--- config.mk ---
export PLATFORM = sky130hd
export DESIGN_NAME = alu_issue_queue_flat
export DESIGN_NICKNAME = d
export VERILOG_FILES = /design/src/rtl/alu_issue_queue_if.sv /design/src/rtl/alu_issue_queue.sv /design/src/flat_wrapper.sv
export SDC_FILE = /design/constraint.sdc
export NUM_CORES = 1
export LEC_CHECK = 0
export BUFFER_PORTS_ARGS = -buffer_cell sky130_fd_sc_hd__buf_4
export CAP_MARGIN = 20
export CORE_MARGIN = 3
export CORE_UTILIZATION = 27
export CTS_CLUSTER_SIZE = 28
export DETAILED_ROUTE_END_ITERATION = 8
export PLACE_DENSITY_LB_ADDON = 0.08
export SYNTH_ARGS = -nofsm -noshare
export SYNTH_HDL_FRONTEND = slang
export SYNTH_SLANG_ARGS = --single-unit
--- constraint.sdc ---
create_clock -name clock -period 3.22 [get_ports clock]
set_input_delay 0.644 -clock clock [delete_from_list [all_inputs] [get_ports clock]]
set_output_delay 0.644 -clock clock [all_outputs]
set_load 0.02 [all_outputs]
--- src/rtl/alu_issue_queue_if.sv ---
// Dispatch, writeback-broadcast and issue signal bundle for the ALU issue queue.
// master = surrounding pipeline (dispatch/writeback/ALU); slave = the queue itself.
interface alu_issue_queue_if #(
  parameter int DATA_W  = 32,
  parameter int TAG_W   = 6,
  parameter int ALUOP_W = 4
);
  logic               disp_valid;
  logic               disp_ready;
  logic [ALUOP_W-1:0] disp_aluop;
  logic [TAG_W-1:0]   disp_dest_tag;
  logic [TAG_W-1:0]   disp_a_tag;
  logic [TAG_W-1:0]   disp_b_tag;
  logic               disp_a_rdy;
  logic               disp_b_rdy;
  logic [DATA_W-1:0]  disp_a_val;
  logic [DATA_W-1:0]  disp_b_val;

  logic               wb_valid;
  logic [TAG_W-1:0]   wb_tag;
  logic [DATA_W-1:0]  wb_data;

  logic               iss_valid;
  logic               iss_ready;
  logic [ALUOP_W-1:0] iss_aluop;
  logic [DATA_W-1:0]  iss_rega;
  logic [DATA_W-1:0]  iss_regb;
  logic [TAG_W-1:0]   iss_dest_tag;

  modport master (
    output disp_valid, disp_aluop, disp_dest_tag, disp_a_tag, disp_b_tag,
           disp_a_rdy, disp_b_rdy, disp_a_val, disp_b_val,
           wb_valid, wb_tag, wb_data, iss_ready,
    input  disp_ready, iss_valid, iss_aluop, iss_rega, iss_regb, iss_dest_tag
  );

  modport slave (
    input  disp_valid, disp_aluop, disp_dest_tag, disp_a_tag, disp_b_tag,
           disp_a_rdy, disp_b_rdy, disp_a_val, disp_b_val,
           wb_valid, wb_tag, wb_data, iss_ready,
    output disp_ready, iss_valid, iss_aluop, iss_rega, iss_regb, iss_dest_tag
  );
endinterface

--- src/rtl/alu_issue_queue.sv ---
// Age-ordered collapsing issue queue for the ALUMISC unit: captures operands by
// tag wakeup from the writeback bus and offers the oldest ready op each cycle.
module alu_issue_queue #(
  parameter int DEPTH   = 4,
  parameter int DATA_W  = 32,
  parameter int TAG_W   = 6,
  parameter int ALUOP_W = 4
) (
  input  logic                         clock,
  input  logic                         reset,
  input  logic                         flush,
  alu_issue_queue_if.slave             q,
  output logic [$clog2(DEPTH+1)-1:0]   count
);

  localparam int CW = $clog2(DEPTH+1);

  typedef struct packed {
    logic [ALUOP_W-1:0] aluop;
    logic [TAG_W-1:0]   dest;
    logic [TAG_W-1:0]   a_tag;
    logic [TAG_W-1:0]   b_tag;
    logic               a_rdy;
    logic               b_rdy;
    logic [DATA_W-1:0]  a_val;
    logic [DATA_W-1:0]  b_val;
  } entry_t;

  entry_t          ent_r [DEPTH];
  entry_t          ent_n [DEPTH];
  entry_t          woke  [DEPTH];
  entry_t          new_ent;
  entry_t          sel_ent;
  logic [CW-1:0]   cnt_r;
  logic [CW-1:0]   cnt_n;
  logic [CW-1:0]   sel_idx;
  logic [CW-1:0]   wr_idx;
  logic [DEPTH-1:0] vld;
  logic            found;
  logic            disp_fire;
  logic            iss_fire;

  // Entries 0..count-1 are occupied; the queue never has holes.
  always_comb begin
    vld = '0;
    for (int unsigned i = 0; i < DEPTH; i++)
      vld[i] = (i < 32'(cnt_r));
  end

  // Oldest-ready select from registered ready bits only.
  always_comb begin
    found   = 1'b0;
    sel_idx = '0;
    sel_ent = '0;
    for (int unsigned i = 0; i < DEPTH; i++) begin
      if (!found && vld[i] && ent_r[i].a_rdy && ent_r[i].b_rdy) begin
        found   = 1'b1;
        sel_idx = CW'(i);
        sel_ent = ent_r[i];
      end
    end
  end

  assign q.disp_ready   = (cnt_r < CW'(DEPTH));
  assign q.iss_valid    = found;
  assign q.iss_aluop    = sel_ent.aluop;
  assign q.iss_rega     = sel_ent.a_val;
  assign q.iss_regb     = sel_ent.b_val;
  assign q.iss_dest_tag = sel_ent.dest;
  assign count          = cnt_r;

  assign disp_fire = q.disp_valid && q.disp_ready;
  assign iss_fire  = found && q.iss_ready;

  always_comb begin
    for (int unsigned i = 0; i < DEPTH; i++) begin
      woke[i] = ent_r[i];
      if (q.wb_valid && vld[i]) begin
        if (!woke[i].a_rdy && woke[i].a_tag == q.wb_tag) begin
          woke[i].a_rdy = 1'b1;
          woke[i].a_val = q.wb_data;
        end
        if (!woke[i].b_rdy && woke[i].b_tag == q.wb_tag) begin
          woke[i].b_rdy = 1'b1;
          woke[i].b_val = q.wb_data;
        end
      end
    end

    // Incoming op sees the same-cycle broadcast so its wakeup is not lost.
    new_ent.aluop = q.disp_aluop;
    new_ent.dest  = q.disp_dest_tag;
    new_ent.a_tag = q.disp_a_tag;
    new_ent.b_tag = q.disp_b_tag;
    new_ent.a_rdy = q.disp_a_rdy;
    new_ent.b_rdy = q.disp_b_rdy;
    new_ent.a_val = q.disp_a_val;
    new_ent.b_val = q.disp_b_val;
    if (q.wb_valid && !q.disp_a_rdy && q.disp_a_tag == q.wb_tag) begin
      new_ent.a_rdy = 1'b1;
      new_ent.a_val = q.wb_data;
    end
    if (q.wb_valid && !q.disp_b_rdy && q.disp_b_tag == q.wb_tag) begin
      new_ent.b_rdy = 1'b1;
      new_ent.b_val = q.wb_data;
    end

    // Collapse over the issued slot, then append behind the survivors.
    for (int unsigned i = 0; i < DEPTH - 1; i++)
      ent_n[i] = (iss_fire && CW'(i) >= sel_idx) ? woke[i+1] : woke[i];
    ent_n[DEPTH-1] = woke[DEPTH-1];

    wr_idx = iss_fire ? (cnt_r - CW'(1)) : cnt_r;
    for (int unsigned i = 0; i < DEPTH; i++)
      if (disp_fire && CW'(i) == wr_idx)
        ent_n[i] = new_ent;

    cnt_n = cnt_r;
    case ({disp_fire, iss_fire})
      2'b10:   cnt_n = cnt_r + CW'(1);
      2'b01:   cnt_n = cnt_r - CW'(1);
      default: cnt_n = cnt_r;
    endcase
  end

  always_ff @(posedge clock or negedge reset) begin
    if (!reset) begin
      cnt_r <= '0;
      for (int unsigned i = 0; i < DEPTH; i++)
        ent_r[i] <= '0;
    end else if (flush) begin
      cnt_r <= '0;
    end else begin
      cnt_r <= cnt_n;
      for (int unsigned i = 0; i < DEPTH; i++)
        ent_r[i] <= ent_n[i];
    end
  end

endmodule

--- src/flat_wrapper.sv ---
// flat-port wrapper written by rule: the top's interface ports become plain ports
module alu_issue_queue_flat 
#(
  parameter int DEPTH   = 4,
  parameter int DATA_W  = 32,
  parameter int TAG_W   = 6,
  parameter int ALUOP_W = 4
)
  (clock, reset, flush, count, q_disp_valid, q_disp_aluop, q_disp_dest_tag, q_disp_a_tag, q_disp_b_tag, q_disp_a_rdy, q_disp_b_rdy, q_disp_a_val, q_disp_b_val, q_wb_valid, q_wb_tag, q_wb_data, q_iss_ready, q_disp_ready, q_iss_valid, q_iss_aluop, q_iss_rega, q_iss_regb, q_iss_dest_tag);
  alu_issue_queue_if #(.DATA_W(DATA_W), .TAG_W(TAG_W), .ALUOP_W(ALUOP_W)) q_i ();
  input  logic clock;
  input  logic reset;
  input  logic flush;
  output logic [$clog2(DEPTH+1)-1:0] count;
  input wire logic [$bits(q_i.disp_valid)-1:0] q_disp_valid;
  input wire logic [$bits(q_i.disp_aluop)-1:0] q_disp_aluop;
  input wire logic [$bits(q_i.disp_dest_tag)-1:0] q_disp_dest_tag;
  input wire logic [$bits(q_i.disp_a_tag)-1:0] q_disp_a_tag;
  input wire logic [$bits(q_i.disp_b_tag)-1:0] q_disp_b_tag;
  input wire logic [$bits(q_i.disp_a_rdy)-1:0] q_disp_a_rdy;
  input wire logic [$bits(q_i.disp_b_rdy)-1:0] q_disp_b_rdy;
  input wire logic [$bits(q_i.disp_a_val)-1:0] q_disp_a_val;
  input wire logic [$bits(q_i.disp_b_val)-1:0] q_disp_b_val;
  input wire logic [$bits(q_i.wb_valid)-1:0] q_wb_valid;
  input wire logic [$bits(q_i.wb_tag)-1:0] q_wb_tag;
  input wire logic [$bits(q_i.wb_data)-1:0] q_wb_data;
  input wire logic [$bits(q_i.iss_ready)-1:0] q_iss_ready;
  output wire logic [$bits(q_i.disp_ready)-1:0] q_disp_ready;
  output wire logic [$bits(q_i.iss_valid)-1:0] q_iss_valid;
  output wire logic [$bits(q_i.iss_aluop)-1:0] q_iss_aluop;
  output wire logic [$bits(q_i.iss_rega)-1:0] q_iss_rega;
  output wire logic [$bits(q_i.iss_regb)-1:0] q_iss_regb;
  output wire logic [$bits(q_i.iss_dest_tag)-1:0] q_iss_dest_tag;
  assign q_i.disp_valid = q_disp_valid;
  assign q_i.disp_aluop = q_disp_aluop;
  assign q_i.disp_dest_tag = q_disp_dest_tag;
  assign q_i.disp_a_tag = q_disp_a_tag;
  assign q_i.disp_b_tag = q_disp_b_tag;
  assign q_i.disp_a_rdy = q_disp_a_rdy;
  assign q_i.disp_b_rdy = q_disp_b_rdy;
  assign q_i.disp_a_val = q_disp_a_val;
  assign q_i.disp_b_val = q_disp_b_val;
  assign q_i.wb_valid = q_wb_valid;
  assign q_i.wb_tag = q_wb_tag;
  assign q_i.wb_data = q_wb_data;
  assign q_i.iss_ready = q_iss_ready;
  assign q_disp_ready = q_i.disp_ready;
  assign q_iss_valid = q_i.iss_valid;
  assign q_iss_aluop = q_i.iss_aluop;
  assign q_iss_rega = q_i.iss_rega;
  assign q_iss_regb = q_i.iss_regb;
  assign q_iss_dest_tag = q_i.iss_dest_tag;
  alu_issue_queue #(.DEPTH(DEPTH), .DATA_W(DATA_W), .TAG_W(TAG_W), .ALUOP_W(ALUOP_W)) u_core (.clock(clock), .reset(reset), .flush(flush), .q(q_i), .count(count));
endmodule
==> run summary <==
Registers are responsible for 28.9% of the overall power. Synthesized area divided by synthesized cell count: 9.05 µm². By area, the combinational part of the netlist is dominated by compound AO/OA/AOI/OAI gates.

In the global route stage, overall resource usage came out at 24.5%. The tree built by TritonCTS fans out to 355 sinks. The largest individual stage delay along the critical path comes from the cell sky130_fd_sc_hd__a222oi_1. Summing all flip-flop and latch instances after layout gives 0.00889 mm².

After filler insertion, the fill cell instance count of the layout stands at 8,034. Combinational logic burns 54.1% of the power. Number of nets with antenna violations after routing: 0. Dividing the final minimum period by the clock period gives 108%. The initial utilization of the core area, before any placement, comes to 27.4%. Setup slack on the worst reg-to-reg path comes out at 200 ps. The async set-or-reset flop fraction in the synthesized netlist was 100%. The total overflow reported by the global router was 0; the area of the multi-input gates was 0.0122 mm².

In this run the horizontal extent of the chip is 290 µm. Summed over all cells, the static leakage comes to 10.9 nW. At the pin with the least slew margin, the transition time is 738 ps.

The clock period minus worst slack works out to 3460 ps. The area of the die was 0.0838 mm²; the sum of routed wire length over all layers was 105 mm. Cells fill 35.3% of the core in the end. The synthesized netlist devotes 32.5% of its cell area to compound gates. The top-level I/O count came out at 211. The mapped netlist covers 0.0217 mm². The tools report the internal cell power as 17.0 mW. The tools report the clock tree skew after final layout as 22.9 ps.

The tools report the data arrival time of the worst path as 2820 ps. After floorplanning, the core was sized to cover 0.0793 mm². For the net count after synthesis, the log shows 2,534. The checks that failed: setup timing. Yosys mapped the design onto 71 distinct sky130hd cell types. The launching element of the worst setup path was u_core.count[0]. The max-slew headroom at the worst pin was 50.8%. The startpoint of the worst hold path is q_disp_aluop[3]. The largest stage delay on the critical path is 560 ps.

The run gives 2,197 as the number of design-rule violations left by the first detailed-router iteration. The number of vias per cell after detailed routing is 5.95, and the smallest hold slack is 327 ps. Summing the areas of all fa, ha and maj instances in the mapped netlist gives 0.219% of the synthesized area. Number of hold violations in the final report: 0.

Buffers inserted during clock tree synthesis total 48. The half-perimeter wire length of the detailed placement result came out at 63.2 mm. The pin count of the biggest net entering global routing was 109. Startpoint type of the worst setup path: a register. The area growth from synthesis to layout works out to 28.8%. For the worst-skew pair, the clock arrives at the later sink with an insertion delay of 600 ps. The die height is 290 µm, and the critical path required time is 2580 ps. For the number of cell rows, the log shows 103. The worst-case setup margin in the final layout was -245 ps; the switching part of the total was 44.3%. The number of flops mapped to enable cells by yosys is 0. The proportion of layout cells with a drive suffix above 1 is 26.8%. The synthesized-area fraction occupied by xor and xnor cells works out to 2.54%.

After detailed routing, the number of remaining DRC violations is 0. The tools report the number of antenna violations at the first check in global routing as 10. The count of pins over their slew limit was 0; the total via count in the routed design was 21,500. In this run the number of H-tree levels came out at 2.

The final layout net count is 2,667, and the average routed wire per standard cell is 29.1 µm. The run gives 21,800 as the number of global-route vias before repair. Dividing total power by cell area gives a power density of 1090 mW/mm². The portion of synthesized area spent on multiplexers is 6.09%.

The worst register-to-register path ends at u_core.ent_r[151]. The startpoint-to-endpoint class of the critical path is reg2out. The capturing element type of the critical path is an output port.

The logs give 74 for the final count of negative-setup-slack endpoints and 16.9% for the clock share of power. The clock passes through at most 3 buffers. Along the worst path, the maximum fanout reaches 31. The run finished, with violations left.

Setup repair after global routing could not meet its margin everywhere. Based on the critical path, the design can be clocked at up to 0.289 GHz. Clock edge transition at the registers on the reported setup and hold paths: 60 ps. The run gives 2,399 as the post-synthesis instance total. Count of warnings emitted by yosys: 0. The first detailed-routing pass took 7 iterations. The dominant synthesized flop cell is sky130_fd_sc_hd__dfrtp_1. The tools report the startpoint of the lowest-slack register-to-register path as u_core.count[0].

The path with the worst hold slack has its endpoint at u_core.ent_r[87]. Max-cap violations in this run came to 0. Summing the areas of all and, or, nand and nor instances in the mapped netlist gives 11.6% of the synthesized area. The worst hold path class was in2reg. After synthesis the netlist holds a flip-flop and latch count of 355. At the end of routability-driven placement, the weighted congestion stood at 0.817. TritonCTS built the clock tree. The tools report the maximum vdd ir drop as 0.500 mV.

Counting instances, the worst hold path has a depth of 2. The net switching power is 13.5 mW, and the proportion of synthesized chip area in sequential cells is 40.9%. The wire length of the first global-routing pass came out at 154 mm. The count of buffers inserted at the top-level ports works out to 210. The clock root buffer was sky130_fd_sc_hd__clkbuf_16.

The signal on the critical path passes through ha_4, nor2b_4, o21ai_2, a21oi_4, buf_12, a222oi_1, a21oi_2, buf_6. The number of cells on the worst reg-to-reg path is 12.
stage by stage:
| step | instance area (µm²) | setup TNS, ps | power, mW | instances | setup slack, ps |
|---|---|---|---|---|---|
| after floorplan | 21900 | -5210 | 17.8 | 2399 | -86.2 |
| after global placement | 25400 | 0 | 23.9 | 3500 | 6.29 |
| after detailed placement | 25400 | 0 | 24.2 | 3500 | 30.7 |
| after CTS | 27800 | -10820 | 30.5 | 3606 | -222 |
| after global routing | 27900 | -15920 | 32.4 | 3609 | -272 |
| final | 28000 | -8360 | 30.5 | 3615 | -245 |
cell families after synthesis:
family	Yosys count
xor+xnor	62
fa+ha+maj	4
compound gates	986
buf+inv	318
flops	355
mux	121
simple gates	553
worst max path at each step:
stage | to | depth (start not counted) | slack [ps]
3_3_place_gp | u_core.ent_r[296] | 10 | 6
4_1_cts | q_iss_regb[14] | 10 | -220
5_1_grt | q_iss_aluop[1] | 9 | -270
3_5_place_dp | u_core.ent_r[302] | 10 | 30
6_report | q_iss_regb[26] | 8 | -240
2_1_floorplan | q_iss_dest_tag[0] | 12 | -90
power groups by stage:
stage | combinational, mW | clock (mW) | sequential [mW]
final | 16.5 | 5.17 | 8.83
after global routing | 17.8 | 5.50 | 9.09
after CTS | 16.4 | 5.34 | 8.73
after detailed placement | 15.5 | 0 | 8.71
after global placement | 15.3 | 0 | 8.66
after floorplan | 9.65 | 0 | 8.12
cells in the mapped netlist (4+ instances only):
cell type                     n  area (µm²)
sky130_fd_sc_hd__buf_4        9        67.6
sky130_fd_sc_hd__nor3_1      45         225
sky130_fd_sc_hd__xor2_1      22         193
sky130_fd_sc_hd__a21oi_1    214        1070
sky130_fd_sc_hd__buf_6        6        67.6
sky130_fd_sc_hd__nand2_1    106         398
sky130_fd_sc_hd__nor4_1       5        31.3
sky130_fd_sc_hd__a22o_1       8        70.1
sky130_fd_sc_hd__o21ai_1     36         180
sky130_fd_sc_hd__o21a_1      17         128
sky130_fd_sc_hd__or3_1        7        43.8
sky130_fd_sc_hd__nand2b_1    68         425
sky130_fd_sc_hd__buf_1       12        45.0
sky130_fd_sc_hd__mux2_2      84         946
sky130_fd_sc_hd__a2bb2oi_1   38         333
sky130_fd_sc_hd__xnor2_1     39         342
sky130_fd_sc_hd__o21ai_0    103         515
sky130_fd_sc_hd__o221ai_1    49         429
sky130_fd_sc_hd__o221ai_2    30         450
sky130_fd_sc_hd__dfrtp_1    355        8880
sky130_fd_sc_hd__o32a_1      31         310
sky130_fd_sc_hd__o22ai_1    175        1090
sky130_fd_sc_hd__o31ai_1     40         300
sky130_fd_sc_hd__clkbuf_1   205         769
sky130_fd_sc_hd__a311oi_1     4        35.0
sky130_fd_sc_hd__inv_1       41         154
sky130_fd_sc_hd__nand3b_1     4        30.0
sky130_fd_sc_hd__a222oi_1    74         741
sky130_fd_sc_hd__o22a_1      62         543
sky130_fd_sc_hd__o211ai_1    61         458
sky130_fd_sc_hd__mux2i_1     36         360
sky130_fd_sc_hd__nand4_1      7        43.8
sky130_fd_sc_hd__buf_2       45         225
sky130_fd_sc_hd__nand3_1     40         200
sky130_fd_sc_hd__nor2_1     246         923
sky130_fd_sc_hd__a22oi_1     23         173
cell usage in the layout, fill, tap and decap left out, types with 11 or more instances in the layout:
cell	n
sky130_fd_sc_hd__a21oi_1	143
sky130_fd_sc_hd__a21oi_2	56
sky130_fd_sc_hd__a21oi_4	17
sky130_fd_sc_hd__a222oi_1	74
sky130_fd_sc_hd__a22oi_1	23
sky130_fd_sc_hd__a2bb2oi_1	38
sky130_fd_sc_hd__buf_12	57
sky130_fd_sc_hd__buf_16	11
sky130_fd_sc_hd__buf_4	236
sky130_fd_sc_hd__buf_6	49
sky130_fd_sc_hd__clkbuf_1	11
sky130_fd_sc_hd__clkbuf_16	49
sky130_fd_sc_hd__dfrtp_1	353
sky130_fd_sc_hd__inv_1	38
sky130_fd_sc_hd__mux2_2	84
sky130_fd_sc_hd__mux2i_1	34
sky130_fd_sc_hd__nand2_1	103
sky130_fd_sc_hd__nand2b_1	68
sky130_fd_sc_hd__nand3_1	39
sky130_fd_sc_hd__nor2_1	213
sky130_fd_sc_hd__nor2_2	20
sky130_fd_sc_hd__nor2_4	14
sky130_fd_sc_hd__nor3_1	45
sky130_fd_sc_hd__o211ai_1	61
sky130_fd_sc_hd__o21a_1	17
sky130_fd_sc_hd__o21ai_0	102
sky130_fd_sc_hd__o21ai_1	34
sky130_fd_sc_hd__o221ai_1	49
sky130_fd_sc_hd__o221ai_2	30
sky130_fd_sc_hd__o22a_1	62
sky130_fd_sc_hd__o22ai_1	175
sky130_fd_sc_hd__o31ai_1	38
sky130_fd_sc_hd__o32a_1	31
sky130_fd_sc_hd__xnor2_1	39
sky130_fd_sc_hd__xor2_1	22
layer usage:
metal / up-vias / share of wire, % / global-route usage [%]
li1: 9416 / - / -
met1: 11000 / 43 / 32.9
met2: 956 / 47 / 39.8
met3: 166 / 7.2 / 4.77
met4: 10 / 2.7 / 7.54
met5: - / 0.071 / 0
layout make-up:
cell class | instances | area share [%]
Clock buffer | 68 | 4.89
Timing Repair Buffer | 359 | 13.9
Clock inverter | 9 | 0.304
Inverter | 41 | 0.569
Multi-Input combinational cell | 1727 | 43.8
Antenna cell | 6 | 0.0537
Tap cell | 1050 | 4.70
Sequential cell | 355 | 31.8
timing repair:
item                                    CTS  global route
buffers inserted                         18             4
pin swaps                                70            18
hold buffers                              1             0
endpoints found under the hold margin    31             0
cloned                                   11             1
gates resized for setup                 122            26
endpoints found under the setup margin   74            95
sequential cells by signal, indices dropped and copies added, names as in the netlist:
register      cells
u_core.ent_r    352
u_core.count      3
worst max-delay path, delay by kind of cell, from the launching register on:
family                   cells  cell delay, ps
flip-flops                   1             440
adder cells (fa/ha/maj)      1             170
AND/OR/NAND/NOR              1             130
buffers and inverters        2             390
AO/OA/AOI/OAI                4            1100
Note: power is estimated with default switching activity, not from simulation.
